**src/rtl/led_sched_pkg.sv**
```systemverilog
// ----------------------------------------------------------------------------
// led_sched_pkg
// Shared types and constants for the LED pattern sequencer:
//   - mode_e  : command pattern select (off / running light / count / blink)
//   - state_e : sequencer FSM states
//   - initial patterns and period lengths (in steps) for each mode
//   - helper functions that map a mode to its initial pattern, its last
//     step index within a period, and its step rule
// ----------------------------------------------------------------------------
package led_sched_pkg;

    typedef enum logic [1:0] {
        MODE_OFF   = 2'd0,
        MODE_RUN   = 2'd1,
        MODE_CNT   = 2'd2,
        MODE_BLINK = 2'd3
    } mode_e;

    typedef enum logic {
        ST_IDLE = 1'b0,
        ST_RUN  = 1'b1
    } state_e;

    localparam logic [3:0] INIT_RUN   = 4'b0001;
    localparam logic [3:0] INIT_CNT   = 4'b0000;
    localparam logic [3:0] INIT_BLINK = 4'b1111;

    localparam int PERIOD_RUN   = 4;
    localparam int PERIOD_CNT   = 16;
    localparam int PERIOD_BLINK = 2;

    function automatic logic [3:0] init_pattern(input mode_e mode);
        case (mode)
            MODE_RUN:   return INIT_RUN;
            MODE_CNT:   return INIT_CNT;
            MODE_BLINK: return INIT_BLINK;
            default:    return 4'b0000;
        endcase
    endfunction

    // Index of the final step in one period; the step taken from this index
    // is the one that brings the pattern back to its initial value.
    function automatic logic [3:0] period_last(input mode_e mode);
        case (mode)
            MODE_RUN:   return 4'(PERIOD_RUN - 1);
            MODE_CNT:   return 4'(PERIOD_CNT - 1);
            MODE_BLINK: return 4'(PERIOD_BLINK - 1);
            default:    return 4'd0;
        endcase
    endfunction

    function automatic logic [3:0] step_pattern(input mode_e mode, input logic [3:0] pat);
        case (mode)
            MODE_RUN:   return {pat[2:0], pat[3]};
            MODE_CNT:   return pat + 4'd1;
            MODE_BLINK: return ~pat;
            default:    return 4'b0000;
        endcase
    endfunction

endpackage

```
**src/rtl/led_pattern_sched_tick_prescaler.sv**
```systemverilog
// ----------------------------------------------------------------------------
// tick_prescaler
// Free-running modulo-TICK_DIV counter with a synchronous clear. The tick
// output is registered and is high during the cycle whose closing edge is
// the one where the count wraps, so logic consuming it acts on that edge.
// After a clear edge E0, those edges are E0+TICK_DIV, E0+2*TICK_DIV, ...
// Ports:
//   clk   in  : system clock
//   rst_n in  : synchronous active-low reset (clears count and tick)
//   clr   in  : restart the count from zero at this edge
//   tick  out : registered step-enable pulse
// ----------------------------------------------------------------------------
module tick_prescaler #(
    parameter int TICK_DIV = 4,
    parameter int CNT_W    = $clog2(TICK_DIV)
) (
    input  logic clk,
    input  logic rst_n,
    input  logic clr,
    output logic tick
);

    logic [CNT_W-1:0] cnt_q, cnt_d;
    logic             tick_q;

    always_comb begin
        if (clr) begin
            cnt_d = '0;
        end else if (cnt_q == CNT_W'(TICK_DIV - 1)) begin
            cnt_d = '0;
        end else begin
            cnt_d = cnt_q + CNT_W'(1);
        end
    end

    always_ff @(posedge clk) begin
        if (!rst_n) begin
            cnt_q  <= '0;
            tick_q <= 1'b0;
        end else begin
            cnt_q  <= cnt_d;
            // Registering the compare against the next count keeps the
            // pulse aligned with the cycle in which cnt_q sits at its top.
            tick_q <= (cnt_d == CNT_W'(TICK_DIV - 1));
        end
    end

    assign tick = tick_q;

endmodule

```
**src/rtl/led_pattern_sched.sv**
```systemverilog
// ----------------------------------------------------------------------------
// led_pattern_sched
// Command-driven sequencer for the 4-bit LED bank. Accepts one pattern
// command over valid/ready, steps the pattern once per prescaler tick for
// the requested number of periods (0 = until abort), then pulses done.
// Optional build macro: LED_SCHED_ACTIVE_LOW_EN drives led with the inverse
// of the internal pattern (idle/reset level 1111).
// Ports:
//   clk        in      : system clock
//   rst_n      in      : synchronous active-low reset
//   cmd_valid  in      : command present
//   cmd_ready  out     : high while idle
//   cmd_mode   in  [2] : 0 off, 1 running light, 2 binary count, 3 blink
//   cmd_repeat in  [8] : full periods to run, 0 = forever
//   abort      in      : stop the running command without done
//   led        out [4] : LED drive (registered)
//   busy       out     : high while running (registered)
//   done       out     : one-cycle pulse on normal completion (registered)
// ----------------------------------------------------------------------------
module led_pattern_sched
    import led_sched_pkg::*;
#(
    parameter int TICK_DIV = 25_000_000,
    parameter int CNT_W    = $clog2(TICK_DIV)
) (
    input  logic       clk,
    input  logic       rst_n,
    input  logic       cmd_valid,
    output logic       cmd_ready,
    input  logic [1:0] cmd_mode,
    input  logic [7:0] cmd_repeat,
    input  logic       abort,
    output logic [3:0] led,
    output logic       busy,
    output logic       done
);

`ifdef LED_SCHED_ACTIVE_LOW_EN
    localparam logic [3:0] LED_POLARITY = 4'b1111;
`else
    localparam logic [3:0] LED_POLARITY = 4'b0000;
`endif

    state_e     state_q, state_d;
    mode_e      mode_q, mode_d;
    logic [7:0] rep_q, rep_d;
    logic [3:0] step_q, step_d;
    logic [3:0] pat_q, pat_d;
    logic       done_q, done_d;
    logic       busy_q;
    logic [3:0] led_q;
    logic       accept;
    logic       tick;

    assign cmd_ready = (state_q == ST_IDLE);
    assign accept    = cmd_valid && cmd_ready;

    tick_prescaler #(
        .TICK_DIV (TICK_DIV),
        .CNT_W    (CNT_W)
    ) u_prescaler (
        .clk   (clk),
        .rst_n (rst_n),
        .clr   (accept),
        .tick  (tick)
    );

    always_comb begin
        // NOTE: every signal written here gets a default first; a path that
        // left one unassigned would infer a latch.
        state_d = state_q;
        mode_d  = mode_q;
        rep_d   = rep_q;
        step_d  = step_q;
        pat_d   = pat_q;
        done_d  = 1'b0;

        case (state_q)
            ST_IDLE: begin
                if (accept) begin
                    if (mode_e'(cmd_mode) == MODE_OFF) begin
                        pat_d  = 4'b0000;
                        done_d = 1'b1;
                    end else begin
                        state_d = ST_RUN;
                        mode_d  = mode_e'(cmd_mode);
                        rep_d   = cmd_repeat;
                        step_d  = 4'd0;
                        pat_d   = init_pattern(mode_e'(cmd_mode));
                    end
                end
            end
            ST_RUN: begin
                // Abort outranks everything, including a period-end tick.
                if (abort) begin
                    state_d = ST_IDLE;
                    pat_d   = 4'b0000;
                end else if (tick) begin
                    if (step_q == period_last(mode_q)) begin
                        if (rep_q == 8'd1) begin
                            state_d = ST_IDLE;
                            pat_d   = 4'b0000;
                            done_d  = 1'b1;
                        end else begin
                            // rep_q == 0 means run forever: never decrement.
                            if (rep_q != 8'd0) begin
                                rep_d = rep_q - 8'd1;
                            end
                            step_d = 4'd0;
                            pat_d  = step_pattern(mode_q, pat_q);
                        end
                    end else begin
                        step_d = step_q + 4'd1;
                        pat_d  = step_pattern(mode_q, pat_q);
                    end
                end
            end
            default: begin
                state_d = ST_IDLE;
                pat_d   = 4'b0000;
            end
        endcase
    end

    always_ff @(posedge clk) begin
        // NOTE: state registers use non-blocking assignments so every flop
        // samples the pre-edge value of its neighbours.
        if (!rst_n) begin
            state_q <= ST_IDLE;
            mode_q  <= MODE_OFF;
            rep_q   <= 8'd0;
            step_q  <= 4'd0;
            pat_q   <= 4'b0000;
            done_q  <= 1'b0;
            busy_q  <= 1'b0;
            led_q   <= LED_POLARITY;
        end else begin
            state_q <= state_d;
            mode_q  <= mode_d;
            rep_q   <= rep_d;
            step_q  <= step_d;
            pat_q   <= pat_d;
            done_q  <= done_d;
            busy_q  <= (state_d == ST_RUN);
            led_q   <= pat_d ^ LED_POLARITY;
        end
    end

    assign led  = led_q;
    assign busy = busy_q;
    assign done = done_q;

endmodule

```
**config.mk**
```make
export PLATFORM = sky130hd
export DESIGN_NAME = led_pattern_sched
export DESIGN_NICKNAME = d
export VERILOG_FILES = /design/src/rtl/led_sched_pkg.sv /design/src/rtl/led_pattern_sched_tick_prescaler.sv /design/src/rtl/led_pattern_sched.sv
export SDC_FILE = /design/constraint.sdc
export NUM_CORES = 1
export LEC_CHECK = 0
export ABC_AREA = 1
export BUFFER_PORTS_ARGS = -buffer_cell sky130_fd_sc_hd__buf_4
export CAP_MARGIN = 15
export CORE_MARGIN = 2
export CORE_UTILIZATION = 55
export CTS_CLUSTER_SIZE = 28
export DETAILED_ROUTE_END_ITERATION = 10
export PLACE_DENSITY = 0.74
export SETUP_SLACK_MARGIN = 0.02
export SLEW_MARGIN = 10
export SYNTH_ARGS = -nofsm -noshare
export SYNTH_HDL_FRONTEND = slang
export SYNTH_SLANG_ARGS = --single-unit
```
**constraint.sdc**
```tcl
create_clock -name clk -period 2.1 [get_ports clk]
set_input_delay 0.21 -clock clk [delete_from_list [all_inputs] [get_ports clk]]
set_output_delay 0.21 -clock clk [all_outputs]
set_load 0.02 [all_outputs]
```
# Word-level counts from Yosys, hierarchy flattened
# Index checks and enable logic that the tools add are counted.
# Widths: inputs -> output; s select.
# classes
reduce_logical	7
addsub	4
n_eq_ne	18
n_bitwise	3
n_mux	44
# ops
op	n
$mux 4	15
$mux 8	7
$eq 25x25->1 const B	2
$mux 25	2
$add 25x1->25 const B	1
$pmux 4 s2	3
$pmux 4 s3	2
$pmux 8 s2	1
$mux 1	12
$add 4x1->4 const B	2
$eq 8x1->1 const B	1
$ne 2x1->1 const B	4
$reduce_bool 8->1	1
$sub 8x1->8 const B	1
$reduce_and 7->1	1
$eq 2x2->1 const B	3
$ne 2x2->1 const B	3
$reduce_and 5->1	1
$eq 2x1->1 const B	2
$eq 4x4->1	1
$not 4->4	1
$pmux 1 s2	2
$ne 3x2->1 const B	1
$ne 3x3->1 const B	1
other kinds (5)	6
# word_totals
out_inout_bits	7
reg_bits	46

# Depth between registers and ports, before layout
# depth
word_depth	10
ltp_mapped	13
ltp_nobuf	13

# Cells and area by module
# Synthesis repeated with hierarchy kept, for this count alone.
# unflattened
cells_unflattened	493
area_unflattened_um2	3150.5
# by_module_without_submodules
module	cells_per_inst	seq_area_each_um2	instances	area_each_um2
tick_prescaler	260	520.5	1	1632.8
led_pattern_sched	233	400.4	1	1517.7

# Worst setup path before layout
# Ideal clock, no wire load.
# synth_timing
kind	register to register
from	reg mode_q[0]
to	reg step_q[1]
stages_incl_launch_ff	11
arrival_time_ps	1605
path_slack_ps	424
path_cell_list	dfxtp_1 inv_1 ha_1 xor2_1 a21oi_1 nand2_1 nor2_1 o21ai_2 nand2_1 nand2_1 a21oi_1
# synth_between
elab_chain_len	10
word_cells_on_any_way	14
classes_between	eq/ne: 5; mux: 8; reduce/logical: 1
# synth_lines
item	line_no	source
from (decl)	led_pattern_sched.sv:45	mode_e mode_q, mode_d;
from (signal assigned)	led_pattern_sched.sv:139	mode_q <= mode_d;
$eq 2x2->1 / $eq 2x1->1 (equally long branches)	led_sched_pkg.sv:44	case (mode)
$pmux 4 s3 (*)	led_sched_pkg.sv:44	
$mux 4 (*)	led_pattern_sched.sv:98	end else if (tick) begin
$mux 4 (*)	led_pattern_sched.sv:95	if (abort) begin
$mux 4 (*)	led_pattern_sched.sv:78	case (state_q)
$eq 4x4->1 (*)	led_pattern_sched.sv:99	if (step_q == period_last(mode_q)) begin
$mux 4	led_pattern_sched.sv:99	
$mux 4	led_pattern_sched.sv:98	
$mux 4	led_pattern_sched.sv:95	
$pmux 4 s2	led_pattern_sched.sv:78	
to (signal assigned)	led_pattern_sched.sv:141	step_q <= step_d;
to (decl)	led_pattern_sched.sv:47	logic [3:0] step_q, step_d;
# Mark *: on every way between the ends. The rest lies on a longest branch, timed or not. The select of a mux whose other input is x is not followed.
# A chain may end at the register's enable or synchronous reset.

# Worst setup path in the final report
# layout_timing
from	reg u_prescaler.cnt_q[0]
to	reg u_prescaler.tick_q, in the netlist u_prescaler.tick
# layout_between
elab_chain_len	4
word_cells_on_any_way	5
classes_between	add/sub: 1; eq/ne: 2; mux: 2
# layout_lines
item	line_no	source
from (decl)	led_pattern_sched_tick_prescaler.sv:23	logic [CNT_W-1:0] cnt_q, cnt_d;
from (signal assigned)	led_pattern_sched_tick_prescaler.sv:41	cnt_q <= cnt_d;
$add 25x1->25 / $eq 25x25->1 (equally long branches)	led_pattern_sched_tick_prescaler.sv:32, led_pattern_sched_tick_prescaler.sv:29	
$mux 25 (*)	led_pattern_sched_tick_prescaler.sv:29	end else if (cnt_q == CNT_W'(TICK_DIV - 1)) begin
$mux 25 (*)	led_pattern_sched_tick_prescaler.sv:27	if (clr) begin
$eq 25x25->1 (*)	led_pattern_sched_tick_prescaler.sv:44	tick_q <= (cnt_d == CNT_W'(TICK_DIV - 1));
to (signal assigned)	led_pattern_sched_tick_prescaler.sv:44	
to (decl)	led_pattern_sched_tick_prescaler.sv:24	logic tick_q;
# Mark *: on every way between the ends. The rest lies on a longest branch, timed or not.

==> results.md <==
* Status: finished clean
* FF-to-FF Start: u_prescaler.cnt_q[0]
* Leak at 0.00136 uW
* Dpl cells at 573
* Clock Path Buffers at 2
* CTS tree: yes
* Netlist cell types at 33
* Critical path launch point type: flop
* Nets at 533
* Data arrival, critical path at 2170 ps
* Worst Hold Path EP: mode_q[0]
* Seq cells post-synth at 46
* Synth warn at 0
* Tmin final at 1920 ps
* Vias in the first global route at 2759
* Setup crit end kind: flop
* Critical path peak fanout at 6
* Syn Area/Cell at 6.18 um^2
* Placer Congestion at 0.949
* Synth Flop Type: dfxtp_1
* Die H at 77.8 um
* Grt ovf at 0
* Total CTS buffers at 5
* Worst hold stages at 4
* DIE WIDTH at 77.8 um
* Critical path type: flop to flop
* Utilization after layout at 64.4%
* Row Count at 26
* Rel. slew slack at 79.6%
* Setup TNS at 0 ps
* Min-Delay Path Class: input pin to flop
* Initial antenna violation count at 0
* Clock sinks at 46
* Post_cts resized at 0
* Final hold slack at 195 ps
* Fin. Hold Viols at 0
* Root Buffer Master: clkbuf_8
* Reg-to-Reg End: u_prescaler.tick
* Required time of the worst setup path at 2350 ps
* Number of diodes at 0
* DRT Wirelength at 7.40 mm
* Final worst-path cycle share at 91.5%
* Syn Std Cell Area at 2990 um^2
* Slew @ Worst Pin at 306 ps
* Layout cells sized above 1 at 11.9%
* Core area at 5170 um^2
* R2R setup slack at 180 ps
* RSZ-0062 raised after global routing: no
* Clock slew at reported path FFs at 90 ps
* Clock Skew at 7.44 ps
* CTS H-tree lvls at 2
* Cell area power density at 542 nW/um^2
* Asr flop ratio synth at 0%
* Worst skew pair latency at 300 ps
* DR iter-0 viols at 194
* Cells after synthesis at 484
* WL per Instance at 12.7 um
* Largest net degree at the start of global routing at 27
* Routed vias at 3080
* Peak VDD IR at 0.000340 V
* Final setup fails at 0
* DRC Markers at 0
* Port Buffers at 20
* Number of detailed-route iterations in the first pass at 5
* Postcts setup bufs at 0
* Hold path start: cmd_mode[1]
* Number of max-cap violations at 0
* Starting Density at 57.9%
* HPWL after DPL at 5.62 mm
* Antenna viol nets, final at 0
* First-pass GRT wire length at 12.4 mm
* Reg2Reg Depth at 12
* Final std cells w/o fill at 581
* Max Slew Vio Count at 0
* Via/cell ratio at 5.30
* Overall routing resource usage at 25.3%
* Number of synthesized flops with an enable pin at 0
* DIE AREA at 6050 um^2
* Syn Nets at 507
* Max Clock Freq at 0.521 GHz
* Boundary Pins at 21
* Hold Buf Count CTS at 0
* P&R area growth vs syn at 11.4%
* Seq/Total Area, Yosys at 30.8%
## worst max-delay path by stage
stage | from | endpoint | slack (ps) | cells past startpoint
6_report | u_prescaler.cnt_q[0] | u_prescaler.tick | 180 | 12
5_1_grt | mode_q[0] | rep_q[7] | 50 | 12
4_1_cts | mode_q[0] | rep_q[6] | 120 | 12
3_5_place_dp | mode_q[0] | rep_q[6] | 150 | 12
3_3_place_gp | mode_q[0] | rep_q[4] | 230 | 13
2_1_floorplan | mode_q[0] | step_q[1] | 420 | 10
## stage by stage
| stage | cell area, um^2 | power (uW) | worst slack [ps] |
|---|---|---|---|
| 4_1_cts | 3330 | 1820 | 121 |
| 5_1_grt | 3330 | 1900 | 46.4 |
| 3_5_place_dp | 3240 | 1250 | 153 |
| 2_1_floorplan | 2990 | 1160 | 424 |
| 3_3_place_gp | 3240 | 1250 | 227 |
| 6_report | 3330 | 1810 | 179 |
## registers in the layout, summed over array words and instances (netlist names)
signal and cells:
u_prescaler.tick 1, rep_q 8, busy 1, mode_q 2, step_q 4, led 4, done 1, u_prescaler.cnt_q 25
## worst max-delay path: stages, from the launching register on
cell,delay (ps)
dfxtp_1,360
ha_1,220
nand2_1,170
inv_1,90
nand2_1,130
nor2_1,60
nand2_1,170
nand2_4,90
nor2_1,160
nand2_1,130
nor2_1,100
nand3_1,100
nor2_2,70
## cells in the final DEF (no fill, tap or decap), drive strengths merged
cell type,n
nand2,137
nor2,100
inv,54
dfxtp,46
nand3,39
a21oi,28
buf,25
o21ai,23
nor3,12
ha,9
xor2,8
nand4,8
clkbuf,7
clkinv,4
nor4,2
o21bai,2
o211ai,2
or2,1
o31ai,1
xnor2,1
a22oi,1
nand3b,1
## cell families after synthesis
group	share of synthesized area (%)
xor+xnor	2.63
flops	30.8
fa+ha+maj	3.76
buf+inv	8.36
compound gates	10.3
simple gates	44.2
## per-layer routing
layer | track usage [%] | up-vias | wire (um)
met5 | 0 | - | 0
met4 | 9.64 | 0 | 165
met3 | 4.42 | 15 | 423
met2 | 43.4 | 92 | 3530
met1 | 31.5 | 1374 | 3280
li1 | - | 1599 | -
## cell usage after synthesis (all sizes together), types with 2 or more instances
cell      n  share of area [%]
a21oi    28                4.7
xor2      8                2.3
clkbuf    3               0.38
o21bai    2               0.50
nand3    39                6.7
nor4      2               0.42
dfxtp    46                 31
buf       3               0.67
nand2   137                 18
clkinv    3               0.54
ha        9                3.8
inv      54                6.8
nand4     8                1.7
o21ai    23                4.1
nor2    100                 14
nor3     12                2.4
o211ai    2               0.50
## cell type report
class	instances	area, um^2
Sequential cell	46	923
Fill cell	476	1840
Timing Repair Buffer	25	188
Clock inverter	1	5.00
Tap cell	70	87.6
Inverter	57	221
Multi-Input combinational cell	375	1820
Clock buffer	7	86.3
## power by group
group	total, uW	leakage (uW)	switching [uW]	internal, uW
Sequential	933	0.000374	31.8	901
Combinational	304	0.000938	191	113
Clock	570	0.0000482	304	266
Total	1810	0.00136	527	1280
(Power assumes the default switching activity.)
